$ cat src/rtl/hazard_scoreboard.sv
// hazard_scoreboard
// Forwarding and load-use hazard unit that sits beside the decode stage.
// It keeps a shift register of in-flight register writers, one entry per
// downstream stage (entry index 0 holds stage 1, the youngest), and compares
// every source operand of the decode instruction against it.
//
// Ports:
//   clk             rising-edge clock
//   rst_n           asynchronous active-low reset; invalidates all entries
//   issue_valid     decode holds a valid instruction
//   issue_rd        destination register of the decode instruction
//   issue_reg_write decode instruction writes issue_rd
//   issue_mem_read  decode instruction is a load
//   src_addr        packed source addresses, operand k at [k*REG_ADDR_W +: REG_ADDR_W]
//   src_used        operand k is actually read
//   flush           squash every in-flight entry at the next edge
//   stall           hold fetch/decode and inject a bubble (load-use hazard)
//   fwd_sel         per operand: 0 = register file, i = result of stage i
//   pending_count   number of valid entries in flight (state only)
module hazard_scoreboard #(
    parameter int REG_ADDR_W = 4,
    parameter int NUM_SRC    = 2,
    parameter int FWD_STAGES = 2,
    parameter int LOAD_LAT   = 1,
    parameter int R0_ZERO    = 0,
    localparam int FSEL_W    = $clog2(FWD_STAGES + 1)
) (
    input  logic                          clk,
    input  logic                          rst_n,
    input  logic                          issue_valid,
    input  logic [REG_ADDR_W-1:0]         issue_rd,
    input  logic                          issue_reg_write,
    input  logic                          issue_mem_read,
    input  logic [NUM_SRC*REG_ADDR_W-1:0] src_addr,
    input  logic [NUM_SRC-1:0]            src_used,
    input  logic                          flush,
    output logic                          stall,
    output logic [NUM_SRC*FSEL_W-1:0]     fwd_sel,
    output logic [FSEL_W-1:0]             pending_count
);

    logic                  entValid [FWD_STAGES];
    logic [REG_ADDR_W-1:0] entRd    [FWD_STAGES];
    logic                  entLoad  [FWD_STAGES];

    logic [FSEL_W-1:0]     winSel     [NUM_SRC];
    logic                  winUnready [NUM_SRC];
    logic                  hazard;
    logic                  pushEn;

    // Stalled instructions must not enter the scoreboard: the bubble goes in instead.
    assign pushEn = issue_valid && !hazard && issue_reg_write;

    // Valid bits carry the control state and are the only thing reset/flush touch.
    always_ff @(posedge clk or negedge rst_n) begin
        if (!rst_n) begin
            for (int i = 0; i < FWD_STAGES; i++) entValid[i] <= 1'b0;
        end else if (flush) begin
            for (int i = 0; i < FWD_STAGES; i++) entValid[i] <= 1'b0;
        end else begin
            entValid[0] <= pushEn;
            for (int i = 1; i < FWD_STAGES; i++) entValid[i] <= entValid[i-1];
        end
    end

    // Payload shifts freely; it is only ever looked at through its valid bit.
    always_ff @(posedge clk) begin
        entRd[0]   <= issue_rd;
        entLoad[0] <= issue_mem_read;
        for (int i = 1; i < FWD_STAGES; i++) begin
            entRd[i]   <= entRd[i-1];
            entLoad[i] <= entLoad[i-1];
        end
    end

    // Scan oldest to youngest so the youngest match overwrites and wins.
    // The winner's readiness is kept even when unready, so an older ready
    // copy can never mask a young load that is still in flight.
    always_comb begin
        for (int k = 0; k < NUM_SRC; k++) begin
            winSel[k]     = '0;
            winUnready[k] = 1'b0;
            for (int i = FWD_STAGES - 1; i >= 0; i--) begin
                if (src_used[k] && entValid[i] &&
                    entRd[i] == src_addr[k*REG_ADDR_W +: REG_ADDR_W] &&
                    (R0_ZERO == 0 || src_addr[k*REG_ADDR_W +: REG_ADDR_W] != '0)) begin
                    winSel[k]     = FSEL_W'(i + 1);
                    winUnready[k] = entLoad[i] && ((i + 1) <= LOAD_LAT);
                end
            end
        end
    end

    always_comb begin
        hazard = 1'b0;
        for (int k = 0; k < NUM_SRC; k++) hazard = hazard | winUnready[k];
        hazard = hazard && issue_valid;
    end

    always_comb begin
        fwd_sel = '0;
        for (int k = 0; k < NUM_SRC; k++) begin
            if (issue_valid && !hazard) fwd_sel[k*FSEL_W +: FSEL_W] = winSel[k];
        end
    end

    assign stall = hazard;

    always_comb begin
        pending_count = '0;
        for (int i = 0; i < FWD_STAGES; i++) begin
            if (entValid[i]) pending_count = pending_count + FSEL_W'(1);
        end
    end

endmodule
$ cat config.mk
export PLATFORM = sky130hd
export DESIGN_NAME = hazard_scoreboard
export DESIGN_NICKNAME = d
export VERILOG_FILES = /design/src/rtl/hazard_scoreboard.sv
export SDC_FILE = /design/constraint.sdc
export NUM_CORES = 1
export LEC_CHECK = 0
export BUFFER_PORTS_ARGS = -buffer_cell sky130_fd_sc_hd__buf_4
export CORE_UTILIZATION = 30
export CTS_BUF_LIST = sky130_fd_sc_hd__clkbuf_16
export CTS_CLUSTER_DIAMETER = 200
export CTS_CLUSTER_SIZE = 20
export DETAILED_ROUTE_END_ITERATION = 10
export PLACE_DENSITY = 0.61
export SLEW_MARGIN = 25
export SYNTH_ARGS = -nofsm -noshare
export SYNTH_HDL_FRONTEND = slang
export SYNTH_SLANG_ARGS = --single-unit
$ cat constraint.sdc
create_clock -name clk -period 2 [get_ports clk]
set_input_delay 0.4 -clock clk [delete_from_list [all_inputs] [get_ports clk]]
set_output_delay 0.4 -clock clk [all_outputs]
set_load 0.005 [all_outputs]
# ---- Word level (Yosys, flattened, before mapping)
# Memories as Yosys holds them, arrays and structs flattened.
# Index checks and enable logic that the tools add are counted.
dict set report word_totals {
  reg_bits 2
  out_inout_bits 7
  mem_count 2
  mem_bits_rw 10
}
# memory words width rd rd_ports_with_merged_regs write_ports line_no
set mem_list {}
lappend mem_list {entRd 2 4 2 0 2 43} ;# logic [REG_ADDR_W-1:0] entRd [FWD_STAGES];
lappend mem_list {entLoad 2 1 1 0 2 44} ;# logic entLoad [FWD_STAGES];
dict set report op_classes {
  n_eq_ne 4
  bitwise_logic 1
  muxes 11
  n_addsub 1
  reduce_logical 12
}
# op n
set ops {}
lappend ops {{== test 4 bit} 4}
lappend ops {{two-way mux 2 bit} 8}
lappend ops {{logical AND 1 bit} 11}
lappend ops {{two-way mux 1 bit} 3}
lappend ops {{adder 1 x 1 -> 2 bit, second input constant} 1}
lappend ops {{logical NOT 1 bit} 1}
lappend ops {{bitwise OR 1 bit} 1}

# ---- Depth between registers and ports, before layout
# An unclocked memory read counts as a cell.
dict set report logic_depth {
  word_depth 10
  depth_mapped 4
  mapped_depth_nobuf 4
}

# ---- Worst setup path before layout
# OpenSTA, ideal clock, no wires.
dict set report synth_timing {
  path_kind {input-to-output}
  startpoint {in src_addr[1]}
  endpoint {out fwd_sel[0]}
  path_slack_ns 0.479
  arrival_ns 1.121
  stages 3
  n_path_buf 0
  path_cell_list {xor2_1 nor4_4 and3_1}
}
dict set report synth_via {
  elab_chain_cells 8
  word_cells_on_any_way 9
  classes_between {eq/ne (1); mux (3); bitwise (1); reduce/logical (4)}
}
# element line_no
set synth_lines {}
lappend synth_lines {{start: declaration} 34} ;# input logic [NUM_SRC*REG_ADDR_W-1:0] src_addr,
lappend synth_lines {{== test 4 bit (*)} 85} ;# entRd[i] == src_addr[k*REG_ADDR_W +: REG_ADDR_W] &&
lappend synth_lines {{logical AND 1 bit (*)} 84} ;# if (src_used[k] && entValid[i] &&
lappend synth_lines {{two-way mux 1 bit} 84}
lappend synth_lines {{bitwise OR 1 bit} 96} ;# for (int k = 0; k < NUM_SRC; k++) hazard = hazard | winUnready[k];
lappend synth_lines {{logical AND 1 bit} 97} ;# hazard = hazard && issue_valid;
lappend synth_lines {{logical NOT 1 bit} 103} ;# if (issue_valid && !hazard) fwd_sel[k*FSEL_W +: FSEL_W] = winSel[k];
lappend synth_lines {{logical AND 1 bit} 103}
lappend synth_lines {{two-way mux 2 bit (*)} 103}
lappend synth_lines {{end: declaration} 38} ;# output logic [NUM_SRC*FSEL_W-1:0] fwd_sel,
# Mark *: on every way between the ends. The rest lies on a longest branch, timed or not.

==> results.json <==
{
  "detail_route.iter0.violations": 2,
  "synth_area_leaders": "dfxtp_1 (35%), xnor2_1 (22%), dfrtp_1 (9.6%)",
  "numCtsBuffers": 3,
  "skew_ns": 0.00316,
  "place.gp.congestion": 0.703,
  "ff2ff_setup_slack_ns": 0.83,
  "clk_path_buf_depth": 2,
  "arrival_ns": 1.47,
  "peakVddDrop_mv": 0.560,
  "diodes": 0,
  "gr-usage-met2_pct": 22.7,
  "initial_core_util_pct": 33.3,
  "cts.sinks": 11,
  "rows": 14,
  "setup_ws_ns": 0.134,
  "p_sw_uw": 135,
  "fin_crit_sh_pct": 93.3,
  "use_met3_pct": 5.42,
  "finish.instance_area_sq_um": 831,
  "synth-seq-cells": 11,
  "worst_pin_slew_ns": 0.329,
  "dieHeight_um": 43.6,
  "grt_start_max_net_pins": 7,
  "yosysTopAreaCellShare_pct": 34.7,
  "area_growth_pct": 60.0,
  "final_util_pct": 53.3,
  "yosys-top-cells-count": "xnor2_1 (13), dfxtp_1 (9), nand3_1 (5)",
  "path_class": "reg -> out",
  "path_clk_slew_ns": 0.04,
  "first_pass_iters": 6,
  "setup_viol_count_final": 0,
  "reg2reg_from": "entRd[0][1]$_DFF_P_",
  "outcome": "finished, violations left",
  "ff2ff_path_depth": 3,
  "cts_tree": "yes",
  "pwr-share-seq_pct": 35.7,
  "syn_area_sq_um": 519,
  "drv_cap": 0,
  "ios": 27,
  "gr-total-overflow": 0,
  "drc_errors": 1,
  "yosys_warnings": 0,
  "synth.distinct_cells": 18,
  "drive_gt1_share_pct": 41.0,
  "grtUsageMet1_pct": 14.2,
  "yosysTopAreaCell": "dfxtp_1",
  "hold_violations": 0,
  "core_sq_mm": 0.00156,
  "setup-tns-final_ns": 0,
  "startpoint_type": "flop",
  "yosysSeqAreaShare_pct": 44.3,
  "io_buffers": 26,
  "grt_use_total_pct": 13.5,
  "fmax_ghz": 0.536,
  "antenna_found_initial": 0,
  "required_ns": 1.60,
  "synth_edf_count": 0,
  "slew_violations": 0,
  "synth.most_common_cell": "xnor2_1",
  "root_buffer": "clkbuf_16",
  "hp-class": "in -> reg",
  "cp_max_fo": 5,
  "place_ws_ns": 0.200,
  "wl_per_cell_um": 11.6,
  "placed_area_sq_um": 734,
  "hold_end": "entRd[0][0]$_DFF_P_",
  "worst_skew_pair.late_latency_ns": 0.24,
  "grt.busiest_layer": "met2",
  "num_vias": 439,
  "power_leakage_nw": 0.378,
  "r2r-end": "entValid[1]$_DFF_PN0_",
  "switching_share_pct": 19.9,
  "min_from": "issue_rd[0]",
  "h-tree-depth": 1,
  "nets": 100,
  "combPwrFrac_pct": 12.1,
  "hold_depth": 1,
  "violations": "design-rule violations",
  "power.density_mw_per_mm2": 818,
  "syn_avg_cell_area_sq_um": 11.0,
  "ant_nets": 0,
  "die-area_sq_mm": 0.00190,
  "slew_headroom_pct": 77.9,
  "clockPowerShare_pct": 52.2,
  "syn_inst": 47,
  "synth_ff_type": "dfxtp_1",
  "async_flop_share_pct": 18.2,
  "die_x_um": 43.6,
  "fin_crit_ns": 1.87,
  "grt_setup_unrepaired": "false",
  "grt_pass1_wl_mm": 1.81,
  "syn-num-nets": 68,
  "drt_wl_total_mm": 1.09,
  "worst_setup_path_end_kind": "primary output",
  "first_global_vias": 462,
  "vias_per_cell": 4.67,
  "p_int_uw": 545
}
worst max-delay path by stage:
stage	start	to	slack (ns)	cells past startpoint
finish	entRd[0][3]$_DFF_P_	fwd_sel[3]	0.13	4
global route	entRd[0][3]$_DFF_P_	fwd_sel[3]	0.008	4
CTS	entRd[0][0]$_DFF_P_	fwd_sel[3]	0.06	4
detailed placement	src_addr[0]	fwd_sel[3]	0.20	5
global placement	src_addr[0]	fwd_sel[3]	0.21	5
floorplan	src_addr[1]	fwd_sel[0]	0.48	3
final cells by class:
class,instances,area [sq um]
inverter,1,3.75
tap,16,20.0
clock inverter,1,3.75
multi-input combinational,35,293
timing repair buffer,27,205
fill,139,728
clock buffer,3,75.1
sequential,11,230
power by group through the flow:
stage                     Clock [mW]  Sequential [mW]  Combinational (mW)
final                          0.355            0.243              0.0821
after global routing           0.376            0.244              0.0900
after CTS                      0.360            0.242              0.0824
after detailed placement           0            0.246              0.0802
after global placement             0            0.246              0.0795
after floorplan                    0            0.244              0.0374
critical path: stages (launching register included):
cell and delay, ns:
dfxtp_1 0.36, xor2_1 0.26, nor4_4 0.10, a2111oi_2 0.35, buf_4 0.16
what timing repair did:
action | 4_1_cts | 5_1_grt
buffers inserted | 0 | 0
hold buffers | 1 | 0
hold endpoints to repair | 2 | 0
endpoints found under the setup margin | 0 | 1
gates resized for setup | 0 | 1
state kept, by name, indices dropped and copies added, names as in the netlist:
| signal | cells |
|---|---|
| entLoad | 1 |
| entRd | 8 |
| entValid | 2 |
through the flow:
step | cells | hold WS (ns) | power [mW]
after floorplan | 47 | 0.104 | 0.282
after global placement | 89 | 0.184 | 0.325
after detailed placement | 89 | 0.184 | 0.326
after CTS | 94 | 0.265 | 0.684
after global routing | 94 | 0.259 | 0.710
final | 94 | 0.264 | 0.680
per-layer routing:
| metal | wire [um] | part of all wire [%] |
|---|---|---|
| met5 | 0 | 0 |
| met4 | 22 | 2.0 |
| met3 | 75 | 6.9 |
| met2 | 543 | 50 |
| met1 | 447 | 41 |
logic make-up (layout without fill, tap and decap cells):
family	Yosys count	in the layout	share of synthesized area, %
DFF	11	11	44.3
and+or+nand+nor	15	15	19.3
xor gates and xnor gates	16	16	27.0
AOI/OAI and AO/OA	3	3	6.26
buffers and inverters	1	32	0.722
adders and majority gates	1	1	2.41
cells in the final DEF (no fill, tap or decap), drive strengths merged:
master	netlist	final
nor2	1	1
ha	1	1
nand4	2	2
nor4	2	2
dfxtp	9	9
and3	2	2
buf	0	26
clkbuf	0	3
inv	1	2
dfrtp	2	2
nor2b	1	1
o211a	1	1
nor3	1	1
a2111oi	1	1
xor2	3	3
nand3b	1	1
dlygate4sd3	0	1
nand3	5	5
a211oi	1	1
xnor2	13	13
No activity file was read; power rests on OpenSTA's default activity.
